$ cat config.mk
export PLATFORM = sky130hd
export DESIGN_NAME = bht_spec_flat
export DESIGN_NICKNAME = d
export VERILOG_FILES = /design/src/rtl/bht_pkg.sv /design/src/rtl/bht_if.sv /design/src/rtl/bht_ckpt_fifo.sv /design/src/rtl/bht_spec.sv /design/src/flat_wrapper.sv
export SDC_FILE = /design/constraint.sdc
export NUM_CORES = 1
export LEC_CHECK = 0
export ABC_AREA = 0
export ABC_CLOCK_PERIOD_IN_PS = 3050
export CAP_MARGIN = 5
export CORE_ASPECT_RATIO = 0.7
export CORE_UTILIZATION = 52
export CTS_BUF_LIST = sky130_fd_sc_hd__clkbuf_2 sky130_fd_sc_hd__clkbuf_4 sky130_fd_sc_hd__clkbuf_8
export DETAILED_ROUTE_END_ITERATION = 8
export PLACE_DENSITY = 0.79
export SLEW_MARGIN = 20
export SYNTH_ARGS = -nofsm -noshare
export SYNTH_HDL_FRONTEND = slang
export SYNTH_SLANG_ARGS = --single-unit
$ cat constraint.sdc
create_clock -name clk -period 3.05 [get_ports clk]
set_input_delay 0.305 -clock clk [delete_from_list [all_inputs] [get_ports clk]]
set_output_delay 0.305 -clock clk [all_outputs]
set_load 0.05 [all_outputs]
$ cat src/rtl/bht_pkg.sv
// Shared types and sizing helpers for the speculative branch history tracker.
package bht_pkg;
  typedef enum logic {IDLE = 1'b0, REPAIR = 1'b1} bht_state_t;

  localparam int IWIDTH_DEF = 6;
  localparam int HWIDTH_DEF = 6;
  localparam int DEPTH_DEF  = 8;

  function automatic int ptr_w(input int depth);
    return $clog2(depth);
  endfunction

  function automatic int cnt_w(input int depth);
    return $clog2(depth) + 1;
  endfunction
endpackage

$ cat src/rtl/bht_if.sv
// Predict/resolve bus between fetch hash, execute and the history tracker.
interface bht_if import bht_pkg::*; #(
  parameter int IWIDTH = IWIDTH_DEF,
  parameter int HWIDTH = HWIDTH_DEF,
  parameter int DEPTH  = DEPTH_DEF
);
  logic                     pred_valid;
  logic [IWIDTH-1:0]        pred_index;
  logic                     pred_guess;
  logic                     pred_ready;
  logic [HWIDTH-1:0]        pred_hist;
  logic                     resolve_valid;
  logic                     resolve_taken;
  logic                     resolve_mispredict;
  logic                     resolve_ready;
  logic                     busy;
  logic [cnt_w(DEPTH)-1:0]  inflight;

  modport master (
    output pred_valid, pred_index, pred_guess,
           resolve_valid, resolve_taken, resolve_mispredict,
    input  pred_ready, pred_hist, resolve_ready, busy, inflight
  );

  modport slave (
    input  pred_valid, pred_index, pred_guess,
           resolve_valid, resolve_taken, resolve_mispredict,
    output pred_ready, pred_hist, resolve_ready, busy, inflight
  );
endinterface

$ cat src/rtl/bht_ckpt_fifo.sv
// Circular checkpoint buffer: in-order push/pop, flush, random read at rp.
module bht_ckpt_fifo import bht_pkg::*; #(
  parameter int IWIDTH = IWIDTH_DEF,
  parameter int HWIDTH = HWIDTH_DEF,
  parameter int DEPTH  = DEPTH_DEF,
  localparam int PW    = ptr_w(DEPTH),
  localparam int CW    = cnt_w(DEPTH)
) (
  input  logic              clk,
  input  logic              reset,
  input  logic              push,
  input  logic              pop,
  input  logic              flush,
  input  logic [IWIDTH-1:0] push_index,
  input  logic [HWIDTH-1:0] push_hist,
  input  logic [PW-1:0]     rp,
  output logic [IWIDTH-1:0] rd_index,
  output logic [HWIDTH-1:0] rd_hist,
  output logic [PW-1:0]     head,
  output logic [PW-1:0]     tail,
  output logic [CW-1:0]     count,
  output logic              full,
  output logic              empty
);
  typedef struct packed {
    logic [IWIDTH-1:0] index;
    logic [HWIDTH-1:0] hist;
  } ckpt_t;

  ckpt_t mem [DEPTH];

  always_ff @(posedge clk) begin
    if (push) mem[tail] <= '{index: push_index, hist: push_hist};
  end

  always_ff @(posedge clk) begin
    if (reset || flush) begin
      head  <= '0;
      tail  <= '0;
      count <= '0;
    end else begin
      if (push) tail <= tail + PW'(1);
      if (pop)  head <= head + PW'(1);
      case ({push, pop})
        2'b10:   count <= count + CW'(1);
        2'b01:   count <= count - CW'(1);
        default: ;
      endcase
    end
  end

  assign rd_index = mem[rp].index;
  assign rd_hist  = mem[rp].hist;
  assign full     = (count == CW'(DEPTH));
  assign empty    = (count == '0);
endmodule

$ cat src/rtl/bht_spec.sv
// Speculative history table: shift predicted direction in at predict time,
// roll back wrong-path updates youngest-first on a mispredict.
module bht_spec import bht_pkg::*; #(
  parameter int IWIDTH = IWIDTH_DEF,
  parameter int HWIDTH = HWIDTH_DEF,
  parameter int DEPTH  = DEPTH_DEF
) (
  input  logic clk,
  input  logic reset,
  input  logic en,
  bht_if.slave bus
);
  localparam int PW      = ptr_w(DEPTH);
  localparam int CW      = cnt_w(DEPTH);
  localparam int ENTRIES = 2 ** IWIDTH;

  logic [HWIDTH-1:0] tbl [ENTRIES];
  bht_state_t        state, state_d;
  logic [PW-1:0]     rp, rp_d, head, tail;
  logic              taken_q, taken_d;
  logic [IWIDTH-1:0] rd_index, wa;
  logic [HWIDTH-1:0] rd_hist, wd;
  logic [CW-1:0]     count;
  logic              full, empty;
  logic              pred_fire, res_fire, pop, flush, we;

  assign bus.pred_ready    = (state == IDLE) && !full &&
                             !(bus.resolve_valid && bus.resolve_mispredict);
  assign bus.resolve_ready = (state == IDLE) && !empty;
  assign bus.pred_hist     = tbl[bus.pred_index];
  assign bus.busy          = (state == REPAIR);
  assign bus.inflight      = count;

  assign pred_fire = en && bus.pred_valid && bus.pred_ready;
  assign res_fire  = en && bus.resolve_valid && bus.resolve_ready;
  assign pop       = res_fire && !bus.resolve_mispredict;

  bht_ckpt_fifo #(.IWIDTH(IWIDTH), .HWIDTH(HWIDTH), .DEPTH(DEPTH)) u_ckpt (
    .clk(clk), .reset(reset), .push(pred_fire), .pop(pop), .flush(flush),
    .push_index(bus.pred_index), .push_hist(bus.pred_hist), .rp(rp),
    .rd_index(rd_index), .rd_hist(rd_hist), .head(head), .tail(tail),
    .count(count), .full(full), .empty(empty)
  );

  always_comb begin
    state_d = state;
    rp_d    = rp;
    taken_d = taken_q;
    flush   = 1'b0;
    we      = 1'b0;
    wa      = bus.pred_index;
    wd      = {bus.pred_hist[HWIDTH-2:0], bus.pred_guess};
    case (state)
      IDLE: begin
        we = pred_fire;
        if (res_fire && bus.resolve_mispredict) begin
          state_d = REPAIR;
          rp_d    = tail - PW'(1);
          taken_d = bus.resolve_taken;
        end
      end
      REPAIR: if (en) begin
        // Restoring youngest-first leaves repeated indices at the oldest saved value.
        we = 1'b1;
        wa = rd_index;
        if (rp != head) begin
          wd   = rd_hist;
          rp_d = rp - PW'(1);
        end else begin
          wd      = {rd_hist[HWIDTH-2:0], taken_q};
          flush   = 1'b1;
          state_d = IDLE;
        end
      end
      default: ;
    endcase
  end

  always_ff @(posedge clk) begin
    if (reset) begin
      state   <= IDLE;
      rp      <= '0;
      taken_q <= 1'b0;
    end else begin
      state   <= state_d;
      rp      <= rp_d;
      taken_q <= taken_d;
    end
  end

  always_ff @(posedge clk) begin
    if (reset) begin
      for (int i = 0; i < ENTRIES; i++) tbl[i] <= '0;
    end else if (we) begin
      tbl[wa] <= wd;
    end
  end
endmodule

$ cat src/flat_wrapper.sv
// flat-port wrapper written by rule: the top's interface ports become plain ports
module bht_spec_flat import bht_pkg::*;
#(
  parameter int IWIDTH = IWIDTH_DEF,
  parameter int HWIDTH = HWIDTH_DEF,
  parameter int DEPTH  = DEPTH_DEF
)
  (clk, reset, en, bus_pred_valid, bus_pred_index, bus_pred_guess, bus_resolve_valid, bus_resolve_taken, bus_resolve_mispredict, bus_pred_ready, bus_pred_hist, bus_resolve_ready, bus_busy, bus_inflight);
  bht_if #(.IWIDTH(IWIDTH), .HWIDTH(HWIDTH), .DEPTH(DEPTH)) bus_i ();
  input  logic clk;
  input  logic reset;
  input  logic en;
  input wire logic [$bits(bus_i.pred_valid)-1:0] bus_pred_valid;
  input wire logic [$bits(bus_i.pred_index)-1:0] bus_pred_index;
  input wire logic [$bits(bus_i.pred_guess)-1:0] bus_pred_guess;
  input wire logic [$bits(bus_i.resolve_valid)-1:0] bus_resolve_valid;
  input wire logic [$bits(bus_i.resolve_taken)-1:0] bus_resolve_taken;
  input wire logic [$bits(bus_i.resolve_mispredict)-1:0] bus_resolve_mispredict;
  output wire logic [$bits(bus_i.pred_ready)-1:0] bus_pred_ready;
  output wire logic [$bits(bus_i.pred_hist)-1:0] bus_pred_hist;
  output wire logic [$bits(bus_i.resolve_ready)-1:0] bus_resolve_ready;
  output wire logic [$bits(bus_i.busy)-1:0] bus_busy;
  output wire logic [$bits(bus_i.inflight)-1:0] bus_inflight;
  assign bus_i.pred_valid = bus_pred_valid;
  assign bus_i.pred_index = bus_pred_index;
  assign bus_i.pred_guess = bus_pred_guess;
  assign bus_i.resolve_valid = bus_resolve_valid;
  assign bus_i.resolve_taken = bus_resolve_taken;
  assign bus_i.resolve_mispredict = bus_resolve_mispredict;
  assign bus_pred_ready = bus_i.pred_ready;
  assign bus_pred_hist = bus_i.pred_hist;
  assign bus_resolve_ready = bus_i.resolve_ready;
  assign bus_busy = bus_i.busy;
  assign bus_inflight = bus_i.inflight;
  bht_spec #(.IWIDTH(IWIDTH), .HWIDTH(HWIDTH), .DEPTH(DEPTH)) u_core (.clk(clk), .reset(reset), .en(en), .bus(bus_i));
endmodule
==> impl_metrics.tcl <==
set metrics [dict create \
    status "finished with violations" \
    violations "setup timing" \
    syn_inst 1606 \
    total_power_uw 14600 \
    ys_top_cells_by_area "edfxtp_1 64%, mux4_2 8.7%, nor2_1 6.1%" \
    relSlewSlack_pct 45.1 \
    fin_skew_ns 0.0312 \
    p_leak_uw 0.00937 \
    ys_seq_area_share_pct 65.8 \
    start_util_pct 52.9 \
    gp_congestion 0.947 \
    sw_frac_of_total_pct 25.6 \
    p_sw_uw 3730 \
    worstSetupPathType "reg2out" \
    place_hpwl_um 41800 \
    syn_nets 1627 \
    core_region_area_um2 42500 \
    stdcell_area_um2 26200 \
    ios 27 \
    cp-start-kind "flop" \
    first_global_vias 14600 \
    portBuffers 26 \
    p_per_area_nw_per_um2 557 \
    netlist.top_cell.by_area "edfxtp_1" \
    antenna_found_initial 0 \
    root_buffer "clkbuf_8" \
    rsz0062_at_grt "yes" \
    place_area_um2 24700 \
    hold_viol_final 0 \
    wirelength_um 60900 \
    synth_top_cell_area_share_pct 64.2 \
    internal_power_uw 10900 \
    setup_viol 1 \
    finalSetupTns_ns -0.0578 \
    async_flop_share_pct 0 \
    tightest_slew_ns 0.818 \
    syn_to_final_growth_pct 16.5 \
    cts_hold_buf 0 \
    fmax_ghz 0.322 \
    grt-ovfl-total 0 \
    path_max_fanout 2 \
    comb_power_share_pct 11.9 \
    row_count 63 \
    ys_seq_elements 498 \
    wl_per_cell_um 25.3 \
    insertion_delay_ns 0.65 \
    n_antenna_cell 0 \
    yosysUniqueCellTypes 56 \
    track_usage_pct 28.0 \
    setup_slack_ns -0.0578 \
    dieWidth_um 250 \
    fin_nets 1824 \
    grt_max_degree 49 \
    cts_max_path_buffers 3 \
    worstPathArrival_ns 2.80 \
    seqPwrFrac_pct 53.4 \
    cts_tree "yes" \
    ir_drop_mv 0.377 \
    period_share_pct 102 \
    drv_slew 0 \
    yosysMostFrequentCell "edfxtp_1" \
    cts_buffers 72 \
    cts_num_sinks 498 \
    htree_levels 3 \
    drc 0 \
    grt_pass1_wl_um 90800 \
    max_cap_viol_count 0 \
    postRouteAntennaNets 0 \
    drive_above_1_share_pct 27.0 \
    p_clk_share_pct 34.7 \
    ys.flop_type "edfxtp_1" \
    dieArea_um2 44100 \
    die-height_um 176 \
    required_ns 2.74 \
    endpoint_kind "output port" \
    synth_edf_count 480 \
    yosys-top-cells-count "480 x edfxtp_1, 367 x nor2_1, 172 x nand2_1" \
    syn_area_um2 22500 \
    yosys_warnings 0 \
    holdCritPathClass "in2reg" \
    drtPass1Iterations 8 \
    num_vias 15100 \
    cts.clk_slew.worst_paths_ns 0.06 \
    postSynthAreaPerCell_um2 14.0 \
    layout_min_cycle_time_ns 3.11 \
    vias_per_cell 6.27 \
    drt_iter0_markers 2341 \
]
## worst max-delay path, cell delays in order, from the launching register on
cell and delay, ns:
edfxtp_1 0.37, mux4_2 0.51, mux4_2 0.57, mux4_2 0.54
buf_6 0.18
## state kept, by name (all words and copies together) (netlist names), named ones only
register and cells:
u_core.tbl 384, u_core.u_ckpt.mem 96, u_core.u_ckpt.count 4, u_core.u_ckpt.tail 3, u_core.taken_q 1, u_core.rp 3, u_core.u_ckpt.head 3, u_core.bus.busy 1
## stage by stage
stage          setup slack (ns)  cells  utilization [%]  hold slack (ns)
3_5_place_dp             -0.116   2276             58.1            0.463
3_3_place_gp            -0.0390   2276             58.1            0.456
2_1_floorplan          -0.00947   1606                -            0.374
6_report                -0.0578   2408             61.6            0.225
4_1_cts                 -0.0700   2403             61.3            0.189
5_1_grt                 -0.0812   2408             61.6            0.210
## cells by family after synthesis
logic type	count (synthesis)	share of synthesized area [%]
multiplexers	203	14.0
XOR/XNOR	10	0.390
flip-flops	498	65.8
adder cells (fa/ha/maj)	7	0.423
buffers and inverters	112	2.88
AND/OR/NAND/NOR	662	13.0
AO/OA/AOI/OAI	114	3.60
## metal layers
metal  GRT usage (%)  part of all wire, %  vias up
met5               0                    0        -
met1            41.7                   39     7419
li1                -                    -     6333
met4            8.03                  2.7        0
met2            39.8                   43     1202
met3            8.58                   15      140
## area by class of cell
type / instances / area, um^2
fill: 3019 / 16300
sequential: 498 / 14800
timing repair buffer: 222 / 2160
tap: 552 / 691
clock buffer: 95 / 1180
inverter: 13 / 48.8
clock inverter: 32 / 143
multi-input combinational: 996 / 7190
## worst paths after layout
check | slack [ns] | cells past startpoint | startpoint | end
setup / recovery | -0.06 | 4 | u_core.tbl[27][5]$_SDFFCE_PN0P_ | bus_pred_hist[5]
hold / removal | 0.22 | 2 | bus_pred_index[0] | u_core.u_ckpt.mem[4][6]$_DFFE_PP_
setup reg to reg | 0.07 | 9 | flop | u_core.tbl[59][1]$_SDFFCE_PN0P_
hold reg to reg | 0.49 | 2 | u_core.taken_q$_SDFFE_PP0P_ | u_core.taken_q$_SDFFE_PP0P_
## placed cells by master, fill, tap and decap left out, drive strengths merged, types with 28 or more instances in the layout
master / n
edfxtp: 480
clkinv: 28
nand2: 172
a21oi: 31
mux4: 88
clkbuf: 97
mux2i: 110
nor2: 407
a22oi: 37
buf: 203
## power by group through the flow
stage          sequential, uW  clock (uW)  combinational (uW)
2_1_floorplan            7900           0                1020
3_3_place_gp             7920           0                1600
3_5_place_dp             7940           0                1640
4_1_cts                  7790        5100                1650
5_1_grt                  7810        5400                1800
6_report                 7790        5070                1730
## repair_timing
item | 4_1_cts | 5_1_grt
resized for setup | 4 | 24
cloned | 0 | 2
setup buffers | 0 | 3
setup endpoints to repair | 4 | 294
pin swaps | 0 | 1
(Power assumes the default switching activity.)
==> RTL change (same flow settings) <==
The package constant `DEPTH_DEF` goes from 8 to 16.
--- a/src/rtl/bht_pkg.sv
+++ b/src/rtl/bht_pkg.sv
@@ -5,5 +5,5 @@
   localparam int IWIDTH_DEF = 6;
   localparam int HWIDTH_DEF = 6;
-  localparam int DEPTH_DEF  = 8;
+  localparam int DEPTH_DEF  = 16;
 
   function automatic int ptr_w(input int depth);
Ports: changed (resized bus_inflight); port bits go from 27 to 28. No check against the original RTL was run, so the function may have changed too.
==> RTL change against the original RTL <==
  * The flow still finishes with violations (negative setup slack)
  * Design area up 20%
  * Sequential cell count increased by 101
  * Non-clock buffer count rose by 43
  * Wire length increased by 19%
  * Total power grew 22%
  * Worst setup slack lost 66 ps
  * Synthesized area rose by 19%
  * Critical path depth did not move
  * Hold slack gained 50 ps
  * Die area rose by 18%
==> RTL change: results (changes against the original RTL) <==
- Number of synthesized flops with an enable pin: 576 (was 480)
- Syn_nets: 1795 (was 1627)
- First-pass iteration count of the detailed router: 6 (was 8)
- CTS Buf Count: 85 (was 72)
- Worst clock skew: 37.5 ps (was 31.2 ps)
- CP Data Arrival Time: 2870 ps (was 2800 ps)
- Slew @ Worst Pin: 858 ps (was 818 ps)
- Initial core utilization: 53.3% (was 52.9%)
- Insertion delay to the later sink of the worst-skew pair: 680 ps (was 650 ps)
- Largest regs: u_core.tbl: 384 flops, u_core.u_ckpt.mem: 192 flops, u_core.u_ckpt.count: 5 flops (was u_core.tbl: 384 flops, u_core.u_ckpt.mem: 96 flops, u_core.u_ckpt.count: 4 flops)
- Status: complete, but fails checks (unchanged)
- Vias in the first global route: 17.3k (was 14.6k)
- Fin nets: 2010 (was 1824)
- Post-Place Cells: 2557 (was 2276)
- Mapped Cells: 1770 (was 1606)
- Final Setup Violations: 1 (unchanged)
- Vias per inst: 6.55 (was 6.27)
- Post-synth top cells: edfxtp_1, nor2_1, a21oi_1, mux4_2, nand2b_1 (was edfxtp_1, nor2_1, nand2_1, mux2i_1, mux4_2)
- Distinct cells, synth: 70 (was 56)
- Worst Setup Slack, final: -124 ps (was -57.8 ps)
- R2r endpoint: u_core.tbl[60][3]$_SDFFCE_PN0P_ (was u_core.tbl[59][1]$_SDFFCE_PN0P_)
- DR iter-0 viols: 2814 (was 2341)
- Failing checks: negative setup slack (unchanged)
- Worst hold path startpoint: bus_pred_index[1] (was bus_pred_index[0])
- Lkg Pwr: 10.8 nW (was 9.37 nW)
- First-pass GRT wire length: 108000 um (was 90800 um)
- Final setup TNS: -124 ps (was -57.8 ps)
- Largest net degree at the start of global routing: 72 (was 49)
- HPWL Detailed: 47900 um (was 41800 um)
==> RTL change: changes by cell type in the layout (fill, tap and decap cells not counted), sizes merged, moves of 46 or more <==
cell    unedited run  this run
a21oi             31       209
nor2             407       240
nand2            172        39
edfxtp           480       576
nand2b             5        74
mux2i            110        53
buf              203       249
==> RTL change: logic make-up (layout without fill, tap and decap cells) <==
kind of cell             after synthesis  after routing  share of synthesized area, %
flip-flops                           599            599                          66.6
AND/OR/NAND/NOR                      483            483                          8.73
AO/OA/AOI/OAI                        317            317                          7.17
multiplexers                         198            198                          13.7
buffers and inverters                148            430                          2.73
XOR/XNOR                              14             14                         0.460
adder cells (fa/ha/maj)               11             11                         0.545
other                                  0              3                             0
==> RTL change: worst max-delay path, cell delays in order, from the launching register on <==
cell and delay (ps):
edfxtp_1 380, mux4_2 530, mux4_2 560, mux4_2 540
buf_6 180
==> RTL change: power by group through the flow <==
stage | registers (mW) | clock network, mW | logic [mW]
after floorplan | 9.46 | 0 | 1.05
after CTS | 9.32 | 6.52 | 1.92
after global routing | 9.33 | 6.89 | 2.04
after detailed placement | 9.49 | 0 | 1.89
after global placement | 9.48 | 0 | 1.84
final | 9.32 | 6.49 | 1.98
==> RTL change: layout make-up <==
cell class	count	area [sq um]
Timing Repair Buffer	265	2580
Antenna cell	3	7.51
Inverter	11	41.3
Clock buffer	110	1380
Clock inverter	44	325
Tap cell	665	832
Fill cell	3390	18600
Multi-Input combinational cell	1023	8420
Sequential cell	599	17800
==> RTL change: routing by layer <==
layer	up-vias	wire, um	GRT usage, %
li1	7333	-	-
met4	2	2180	8.86
met5	-	11	0
met1	8873	27700	41.2
met2	1442	31700	40.8
met3	178	11100	8.97
==> RTL change: repair_timing <==
item                       CTS  global route
resized for setup           15            20
pin swaps                    1             0
buffers inserted             2             4
setup endpoints to repair  164           199
